File: config.mk
export PLATFORM = sky130hd
export DESIGN_NAME = seq_mult_div_flat
export DESIGN_NICKNAME = d
export VERILOG_FILES = /design/src/rtl/seq_mult_div_if.sv /design/src/rtl/seq_mult_div.sv /design/src/flat_wrapper.sv
export SDC_FILE = /design/constraint.sdc
export NUM_CORES = 1
export LEC_CHECK = 0
export ABC_AREA = 0
export BUFFER_PORTS_ARGS = -buffer_cell sky130_fd_sc_hd__buf_2
export CORE_ASPECT_RATIO = 1.5
export CORE_MARGIN = 2
export CORE_UTILIZATION = 45
export DETAILED_ROUTE_END_ITERATION = 6
export GPL_TIMING_DRIVEN = 0
export SLEW_MARGIN = 20
export SYNTH_ARGS = -nofsm -noshare
export SYNTH_HDL_FRONTEND = slang
export SYNTH_SLANG_ARGS = --single-unit
export TNS_END_PERCENT = 50
File: constraint.sdc
create_clock -name clk -period 3.91 [get_ports clk]
set_clock_uncertainty 0.15 [all_clocks]
set_input_delay 0.391 -clock clk [delete_from_list [all_inputs] [get_ports clk]]
set_output_delay 0.391 -clock clk [all_outputs]
set_load 0.02 [all_outputs]
File: src/rtl/seq_mult_div_if.sv
// seq_mult_div_if: operand/result bundle between the control unit (master) and the multiply/divide unit (slave)
// Ports: op/start/a/b requests from master; hi/lo/busy/done/div0 results to master
interface seq_mult_div_if #(parameter int WIDTH = 32);
  logic [1:0]       op;
  logic             start;
  logic [WIDTH-1:0] a;
  logic [WIDTH-1:0] b;
  logic [WIDTH-1:0] hi;
  logic [WIDTH-1:0] lo;
  logic             busy;
  logic             done;
  logic             div0;
  modport master (output op, start, a, b, input hi, lo, busy, done, div0);
  modport slave (input op, start, a, b, output hi, lo, busy, done, div0);
endinterface

File: src/rtl/seq_mult_div.sv
// seq_mult_div: iterative signed MULT (radix-2 Booth) / DIV (restoring) unit feeding HI/LO
// Ports: clk, reset (sync, active-high); s = slave side of seq_mult_div_if
//   s.op/s.start/s.a/s.b in; s.hi/s.lo results, s.busy, s.done pulse, s.div0 flag out
module seq_mult_div #(parameter int WIDTH = 32) (
  input logic          clk,
  input logic          reset,
  seq_mult_div_if.slave s
);
  localparam int CW = $clog2(WIDTH);
  typedef enum logic [1:0] {IDLE, MULT, DIV, FINISH} state_t;
  state_t           r_state;
  logic [WIDTH:0]   r_acc;
  logic [WIDTH-1:0] r_q;
  logic [WIDTH:0]   r_m;
  logic             r_qm1;
  logic [CW-1:0]    r_cnt;
  logic             r_is_div;
  logic             r_dz;
  logic             r_neg_q;
  logic             r_neg_r;
  logic [WIDTH-1:0] r_hi;
  logic [WIDTH-1:0] r_lo;
  logic             r_busy;
  logic             r_done;
  logic             r_div0;
  logic             w_go;
  logic             w_last;
  logic [WIDTH-1:0] w_abs_a;
  logic [WIDTH-1:0] w_abs_b;
  logic [WIDTH:0]   w_booth;
  logic [WIDTH:0]   w_sh;
  logic             w_ge;
  logic [WIDTH-1:0] w_dif;
  logic [WIDTH-1:0] w_quo;
  logic [WIDTH-1:0] w_rem;
  // a start in the done cycle is refused even though the state is already IDLE
  assign w_go    = s.start && r_state == IDLE && !r_done && (s.op == 2'b01 || s.op == 2'b10);
  assign w_last  = r_cnt == CW'(WIDTH - 1);
  assign w_abs_a = s.a[WIDTH-1] ? -s.a : s.a;
  assign w_abs_b = s.b[WIDTH-1] ? -s.b : s.b;
  // Booth pair {q0, q-1}: 10 subtracts, 01 adds; acc carries one guard bit so MIN operands cannot overflow
  assign w_booth = (r_q[0] && !r_qm1) ? r_acc - r_m : (!r_q[0] && r_qm1) ? r_acc + r_m : r_acc;
  // restoring step: partial remainder shifted left with the next dividend bit pulled in from r_q
  assign w_sh    = {r_acc[WIDTH-1:0], r_q[WIDTH-1]};
  assign w_ge    = w_sh >= r_m;
  assign w_dif   = w_sh[WIDTH-1:0] - r_m[WIDTH-1:0];
  assign w_quo   = r_neg_q ? -r_q : r_q;
  assign w_rem   = r_neg_r ? -r_acc[WIDTH-1:0] : r_acc[WIDTH-1:0];
  always_ff @(posedge clk) begin
    if (reset) begin
      r_state  <= IDLE;
      r_acc    <= '0;
      r_q      <= '0;
      r_m      <= '0;
      r_qm1    <= 1'b0;
      r_cnt    <= '0;
      r_is_div <= 1'b0;
      r_dz     <= 1'b0;
      r_neg_q  <= 1'b0;
      r_neg_r  <= 1'b0;
      r_hi     <= '0;
      r_lo     <= '0;
      r_busy   <= 1'b0;
      r_done   <= 1'b0;
      r_div0   <= 1'b0;
    end else begin
      r_done <= 1'b0;
      case (r_state)
        IDLE: if (w_go) begin
          r_state  <= s.op[0] ? MULT : (s.b == '0 ? FINISH : DIV);
          r_busy   <= 1'b1;
          r_div0   <= 1'b0;
          r_cnt    <= '0;
          r_is_div <= s.op[1];
          r_dz     <= s.op[1] && s.b == '0;
          r_neg_q  <= s.a[WIDTH-1] ^ s.b[WIDTH-1];
          r_neg_r  <= s.a[WIDTH-1];
          r_acc    <= '0;
          r_qm1    <= 1'b0;
          r_q      <= s.op[0] ? s.a : w_abs_a;
          r_m      <= s.op[0] ? {s.b[WIDTH-1], s.b} : {1'b0, w_abs_b};
        end
        MULT: begin
          r_acc   <= {w_booth[WIDTH], w_booth[WIDTH:1]};
          r_q     <= {w_booth[0], r_q[WIDTH-1:1]};
          r_qm1   <= r_q[0];
          r_cnt   <= r_cnt + 1'b1;
          r_state <= w_last ? FINISH : MULT;
        end
        DIV: begin
          r_acc   <= {1'b0, w_ge ? w_dif : w_sh[WIDTH-1:0]};
          r_q     <= {r_q[WIDTH-2:0], w_ge};
          r_cnt   <= r_cnt + 1'b1;
          r_state <= w_last ? FINISH : DIV;
        end
        FINISH: begin
          r_state <= IDLE;
          r_busy  <= 1'b0;
          r_done  <= 1'b1;
          r_div0  <= r_dz;
          if (!r_dz) begin
            r_hi <= r_is_div ? w_rem : r_acc[WIDTH-1:0];
            r_lo <= r_is_div ? w_quo : r_q;
          end
        end
      endcase
    end
  end
  assign s.hi   = r_hi;
  assign s.lo   = r_lo;
  assign s.busy = r_busy;
  assign s.done = r_done;
  assign s.div0 = r_div0;
endmodule

File: src/flat_wrapper.sv
// flat-port wrapper written by rule: the top's interface ports become plain ports
module seq_mult_div_flat 
#(parameter int WIDTH = 32)
  (clk, reset, s_op, s_start, s_a, s_b, s_hi, s_lo, s_busy, s_done, s_div0);
  seq_mult_div_if #(.WIDTH(WIDTH)) s_i ();
  input logic clk;
  input logic reset;
  input wire logic [$bits(s_i.op)-1:0] s_op;
  input wire logic [$bits(s_i.start)-1:0] s_start;
  input wire logic [$bits(s_i.a)-1:0] s_a;
  input wire logic [$bits(s_i.b)-1:0] s_b;
  output wire logic [$bits(s_i.hi)-1:0] s_hi;
  output wire logic [$bits(s_i.lo)-1:0] s_lo;
  output wire logic [$bits(s_i.busy)-1:0] s_busy;
  output wire logic [$bits(s_i.done)-1:0] s_done;
  output wire logic [$bits(s_i.div0)-1:0] s_div0;
  assign s_i.op = s_op;
  assign s_i.start = s_start;
  assign s_i.a = s_a;
  assign s_i.b = s_b;
  assign s_hi = s_i.hi;
  assign s_lo = s_i.lo;
  assign s_busy = s_i.busy;
  assign s_done = s_i.done;
  assign s_div0 = s_i.div0;
  seq_mult_div #(.WIDTH(WIDTH)) u_core (.clk(clk), .reset(reset), .s(s_i));
endmodule
* After elaboration in Yosys (flattened, before gate mapping)
Cells that the tools add are included. W data, S select, Z words.
Storage, ports and cells: bits in registers 177, output and inout port bits 67, bits of input ports 69
Cells by class: eq/ne operators 7, reduce and logical (&&, ||, !) cells 23, bitwise gates (word level) 2, order comparisons 1, add/subtract/negate cells 8, multiplexer cells 29
Operators with widths (count):
- $mux W32 | 9
- $mux W33 | 4
- $neg A32 Y32 | 4
- $pmux W33 S3 | 1
- $pmux W32 S3 | 1
- $add A33 B33 Y33 | 1
- $ge A33 B33 Y1 | 1
- $sub A33 B33 Y33 | 1
- $logic_not A32 Y1 | 1
- $sub A32 B32 Y32 | 1
- $reduce_and A2 Y1 | 6
- $pmux W5 S2 | 1
- $pmux W2 S4 | 1
- $eq A2 B2 Y1 const B | 3
- $logic_and A1 B1 Y1 | 6
- $mux W2 | 3
- $pmux W1 S2 | 3
- $reduce_bool A2 Y1 | 3
- $add A5 B1 Y5 const B | 1
- $eq A5 B5 Y1 const B | 1
- $mux W1 | 5
- $mux W5 | 1
- $eq A2 B1 Y1 const B | 2
- $logic_not A1 Y1 | 3
- 7 further kinds | 7

* Longest topological paths before layout
depth in word-level cells 6, gate-level depth with buffers 15, mapped depth without buffers 14

* Worst setup path before layout
OpenSTA, ideal clock, no wires.
path kind register to register, start point register u_core.r_acc[0], end point register u_core.r_acc[32], stages on the path, launching flop included 15, required time 3.646 ns, arrival 2.945 ns, period minus slack after synthesis 3.209 ns, path slack 0.701 ns, path buffers 1, path through dfxtp_1 -> clkbuf_1 -> inv_1 -> ha_1 -> fa_1 -> nor2b_4 -> o31a_1 -> o41ai_4 -> a2111oi_2 -> o31a_1 -> o211ai_2 -> a21oi_2 -> mux2i_1 -> o221a_1 -> a21o_1
Between the ends: word-level cells in the longest chain between the ends 4, elaborated cells on any way between the ends 5, classes of those cells add/sub: 2; mux: 3
Ends and longest elaborated chain:
- start: declaration | RTL line seq_mult_div.sv:12 | logic [WIDTH:0] r_acc;
- start signal: assignment | RTL line seq_mult_div.sv:84 | r_acc <= {w_booth[WIDTH], w_booth[WIDTH:1]};
- start signal: assignment | RTL line seq_mult_div.sv:91 | r_acc <= {1'b0, w_ge ? w_dif : w_sh[WIDTH-1:0]};
- $add A33 B33 Y33 | RTL line seq_mult_div.sv:42 | assign w_booth = (r_q[0] && !r_qm1) ? r_acc - r_m : (!r_q[0] && r_qm1) ? r_acc + r_m : r_acc;
- $mux W33 | RTL line seq_mult_div.sv:42
- $mux W33 (*) | RTL line seq_mult_div.sv:42
- $pmux W33 S3 (*) | RTL line seq_mult_div.sv:68 | case (r_state)
Every way passes the cells marked *; elsewhere a longest branch is shown, timed or not. A chain may end at the register's enable or synchronous reset.

* Worst setup path after layout
start point register u_core.r_acc[24], end point register u_core.r_acc[28]
Between the ends: word-level cells in the longest chain between the ends 4, elaborated cells on any way between the ends 8, classes of those cells add/sub: 3; order compare: 1; mux: 4
Ends and longest elaborated chain (RTL line):
- $add A33 B33 Y33 | seq_mult_div.sv:42
- $mux W33 (2 in a row) | seq_mult_div.sv:42
- $pmux W33 S3 (*) | seq_mult_div.sv:68
Marks and branches as above.

==> run_results.csv <==
group,metric,value,unit
outcome,status,"finished with violations",
outcome,violations,"DRC",
run,drv_cap,0,
layout,synthToLayoutAreaGrowth,12.46,%
worst_setup_path,reg2reg_from,"u_core.r_acc[24]",
sta,layout_min_cycle_time,3869,ps
sta,hold_viol,0,
pwr,powerDensity,464.7,mW/mm²
floorplanning,chipWidth,158.0,µm
worst_setup_path,critPathTopFamily,"simple AND/OR/NAND/NOR gates",
global_routing,first_global_vias,16760,
route,postRouteAntennaNets,0,
worst_setup_path,cp_slowest_stage_delay,630,ps
clock_network,cts_root_buf,"clkbuf_16",
floorplanning,fp.dieH,235.0,µm
sta,tightest_slew,1061,ps
place,dp_cells,2776,
worst_setup_path,arrival,4060,ps
worst_setup_path,cp_max_fo,11,
layout,fin_util,51.29,%
route,routed_via_density,6.102,
worst_setup_path,timing.critical_path.buf_inv,1,
floorplanning,die_area,0.03713,mm²
clock_network,cts_tree,"done",
place,dpl.hpwl,54.78,mm
yosys,synth_top_flop_cell,"dfxtp_1",
worst_setup_path,path_depth,11,
route,drtIter0Drc,1394,
yosys,async_flop_share,0,%
global_routing,groute.usage.overall,35.74,%
layout,final_nets,2506,
global_routing,grt-ovfl-total,0,
sta,finalSetupViolations,0,
worst_hold_path,hp-class,"in2reg",
layout,final_cells,2815,
layout,layout_common_cells,"243 x nor2_1, 241 x a21oi_1, 190 x nand2_1",
yosys,synth_top_family_by_area,"compound AO/OA/AOI/OAI gates",
yosys,avgSynthCellArea,7.381,µm²
yosys,ys_seq_elements,177,
worst_setup_path,crit_end,"u_core.r_acc[28]",
yosys,synth_edf_count,0,
global_routing,grt_max_degree,18,
yosys,yosysSeqAreaShare,22.13,%
sta,rsz0062_at_grt,"true",
floorplanning,initial_utilization,45.61,%
worst_setup_path,path_cells,"ha_1 > clkbuf_1 > nand3_1 > nor4_1 > a41o_1 > a21oi_1 > nor3b_4 > nand2b_1 > o31ai_2 > a2111oi_2 > a2111oi_1",
floorplanning,rows,84,
place,globalplace.congestion,0.9741,
pwr,vdd_drop_max,0.3377,mV
sta,finalCritPeriodShare,98.95,%
clock_network,clock_latency,460,ps
layout,final_common_cell,"nor2_1",
route,wire_per_inst,24.03,µm
clock_network,clk_path_buf_depth,2,
yosys,synth_cells,2169,
yosys,synth-adder-area-share,8.815,%
worst_setup_path,critPathKind,"reg2reg",
sta,maxSlewViolCount,0,
clock_network,cts_buffers,17,
worst_setup_path,r2r_end,"u_core.r_acc[28]",
floorplanning,io_pins,136,
yosys,yosysWarnings,0,
route,drt-total-wl,67.65,mm
worst_setup_path,crit_path_start,"u_core.r_acc[24]",
worst_hold_path,min-delay-start,"s_b[0]",
clock_network,htree_levels,4,
worst_setup_path,startpoint_type,"flop",
sta,fmax,258.5,MHz
route,num_vias,17177,
yosys,synthSimpleGateAreaFrac,19.53,%
worst_setup_path,worstPathRequired,4110,ps
yosys,synth_mux_area_share,0.9456,%
clock_network,clk_pin_slew,70,ps
route,first_pass_iters,7,
sta,slew_headroom,29.26,%
sta,fin_setup_tns,0,ps
yosys,synth_compound_area_share,32.14,%
sta,hold_ws,67.43,ps
worst_setup_path,rrSetupSlack,40,ps
yosys,yosysUniqueCellTypes,101,
route,drc,1,
place,dpl_cell_area,0.01727,mm²
pwr,p_leak,0.007296,µW
worst_setup_path,cpMaxStageDelayCell,"dfxtp_1",
layout,drive_gt1_share,12.36,%
yosys,synth_xor_area_share,9.847,%
global_routing,antenna_found_initial,5,
yosys,synth_nets,2349,
worst_setup_path,crit_path_end_kind,"flop",
yosys,syn-cell-area,0.01601,mm²
place,port_buffers,134,
global_routing,grt_pass1_wl,99.93,mm
layout,design_area,0.01800,mm²
worst_setup_path,rr_worst_depth,11,
clock_network,cts.sinks,177,
floorplanning,design.core.area,0.03510,mm²
==> registers in the layout (all words and copies together), names as in the netlist <==
| register | flops |
|---|---|
| u_core.r_neg_r | 1 |
| u_core.s.div0 | 1 |
| u_core.r_neg_q | 1 |
| u_core.s.hi | 32 |
| u_core.s.lo | 32 |
| u_core.r_qm1 | 1 |
| u_core.r_dz | 1 |
| u_core.r_acc | 33 |
| u_core.s.busy | 1 |
| u_core.r_m | 33 |
| u_core.r_state | 2 |
| u_core.r_q | 32 |
| u_core.r_is_div | 1 |
| u_core.s.done | 1 |
| u_core.r_cnt | 5 |
==> synth_stat cells (13+ instances only) <==
cell type    n  area share [%]
nor2_1     244             5.7
a21oi_1    243             7.6
nand2_1    191             4.5
dfxtp_1    177              22
xnor2_1    125             6.8
o21ai_0    120             3.8
clkbuf_1   109             2.6
ha_1       108             8.4
inv_1       99             2.3
a211oi_1    81             3.8
xor2_1      55             3.0
nor3_1      39             1.2
buf_2       33             1.0
a21o_1      32             1.5
a221oi_1    29             1.6
nand3_1     29            0.91
nand2b_1    22            0.86
a31oi_1     21            0.82
or3_1       20            0.78
a211o_1     19             1.0
nor4_1      18            0.70
o221ai_1    18            0.98
nor2b_1     17            0.66
a22oi_1     16            0.75
nand4_1     16            0.63
o21bai_1    16            0.75
and3_1      15            0.59
o211ai_1    15            0.70
o21a_1      15            0.70
mux2i_1     14            0.88
a311oi_1    13            0.71
==> layout make-up <==
cell class / count / area (µm²)
Antenna cell: 3 / 7.507
Timing Repair Buffer: 138 / 700.7
Clock buffer: 18 / 429.2
Inverter: 100 / 375.4
Sequential cell: 177 / 3546
Multi-Input combinational cell: 1733 / 11520
Buffer: 159 / 694.4
Fill cell: 3691 / 17100
Tap cell: 473 / 591.8
Clock inverter: 14 / 143.9
==> metrics by stage <==
step | total power [µW] | setup slack, ps
floorplan | 5089 | 701.4
global placement | 6460 | -544.4
detailed placement | 6474 | -532.5
CTS | 8261 | -7.712
global route | 8783 | -20.62
finish | 8366 | 40.95
==> worst reg2reg max path: cells and delay by family, from the launching register on <==
family / cells / cell delay (ps)
DFF: 1 / 630
and+or+nand+nor: 4 / 1360
AOI/OAI and AO/OA: 5 / 1140
adders and majority gates: 1 / 200
buffers and inverters: 1 / 280
==> worst min path at each step <==
| stage | endpoint | slack, ps | cells past startpoint |
|---|---|---|---|
| floorplan | u_core.r_neg_r | 290 | 2 |
| global placement | u_core.s.hi[18] | 290 | 2 |
| detailed placement | u_core.s.hi[28] | 290 | 2 |
| CTS | u_core.r_m[0] | 40 | 3 |
| finish | u_core.r_m[0] | 70 | 3 |
| global route | u_core.r_m[0] | 80 | 3 |
==> metal layers <==
metal	share of wire, %	global-route usage, %	vias to the layer above
li1	-	-	8163
met1	37	38.19	8109
met4	8.6	27.65	4
met2	50	62.06	677
met3	5.0	5.238	224
met5	0.058	0	-
==> timing repair <==
item,4_1_cts,5_1_grt
hold buffers,0,0
setup buffers,0,4
pin swaps,0,4
resized for setup,10,22
setup endpoints to repair,18,35
==> power breakdown <==
group          total [µW]  switching [µW]  internal, µW
combinational        4240            2810          1430
sequential           2370             355          2020
clock                1760             858           901
==> cell families after synthesis <==
logic type	after synthesis
compound gates	764
xor+xnor	180
fa+ha+maj	111
buf+inv	259
flops	177
mux	15
simple gates	663
(Power assumes the default switching activity.)
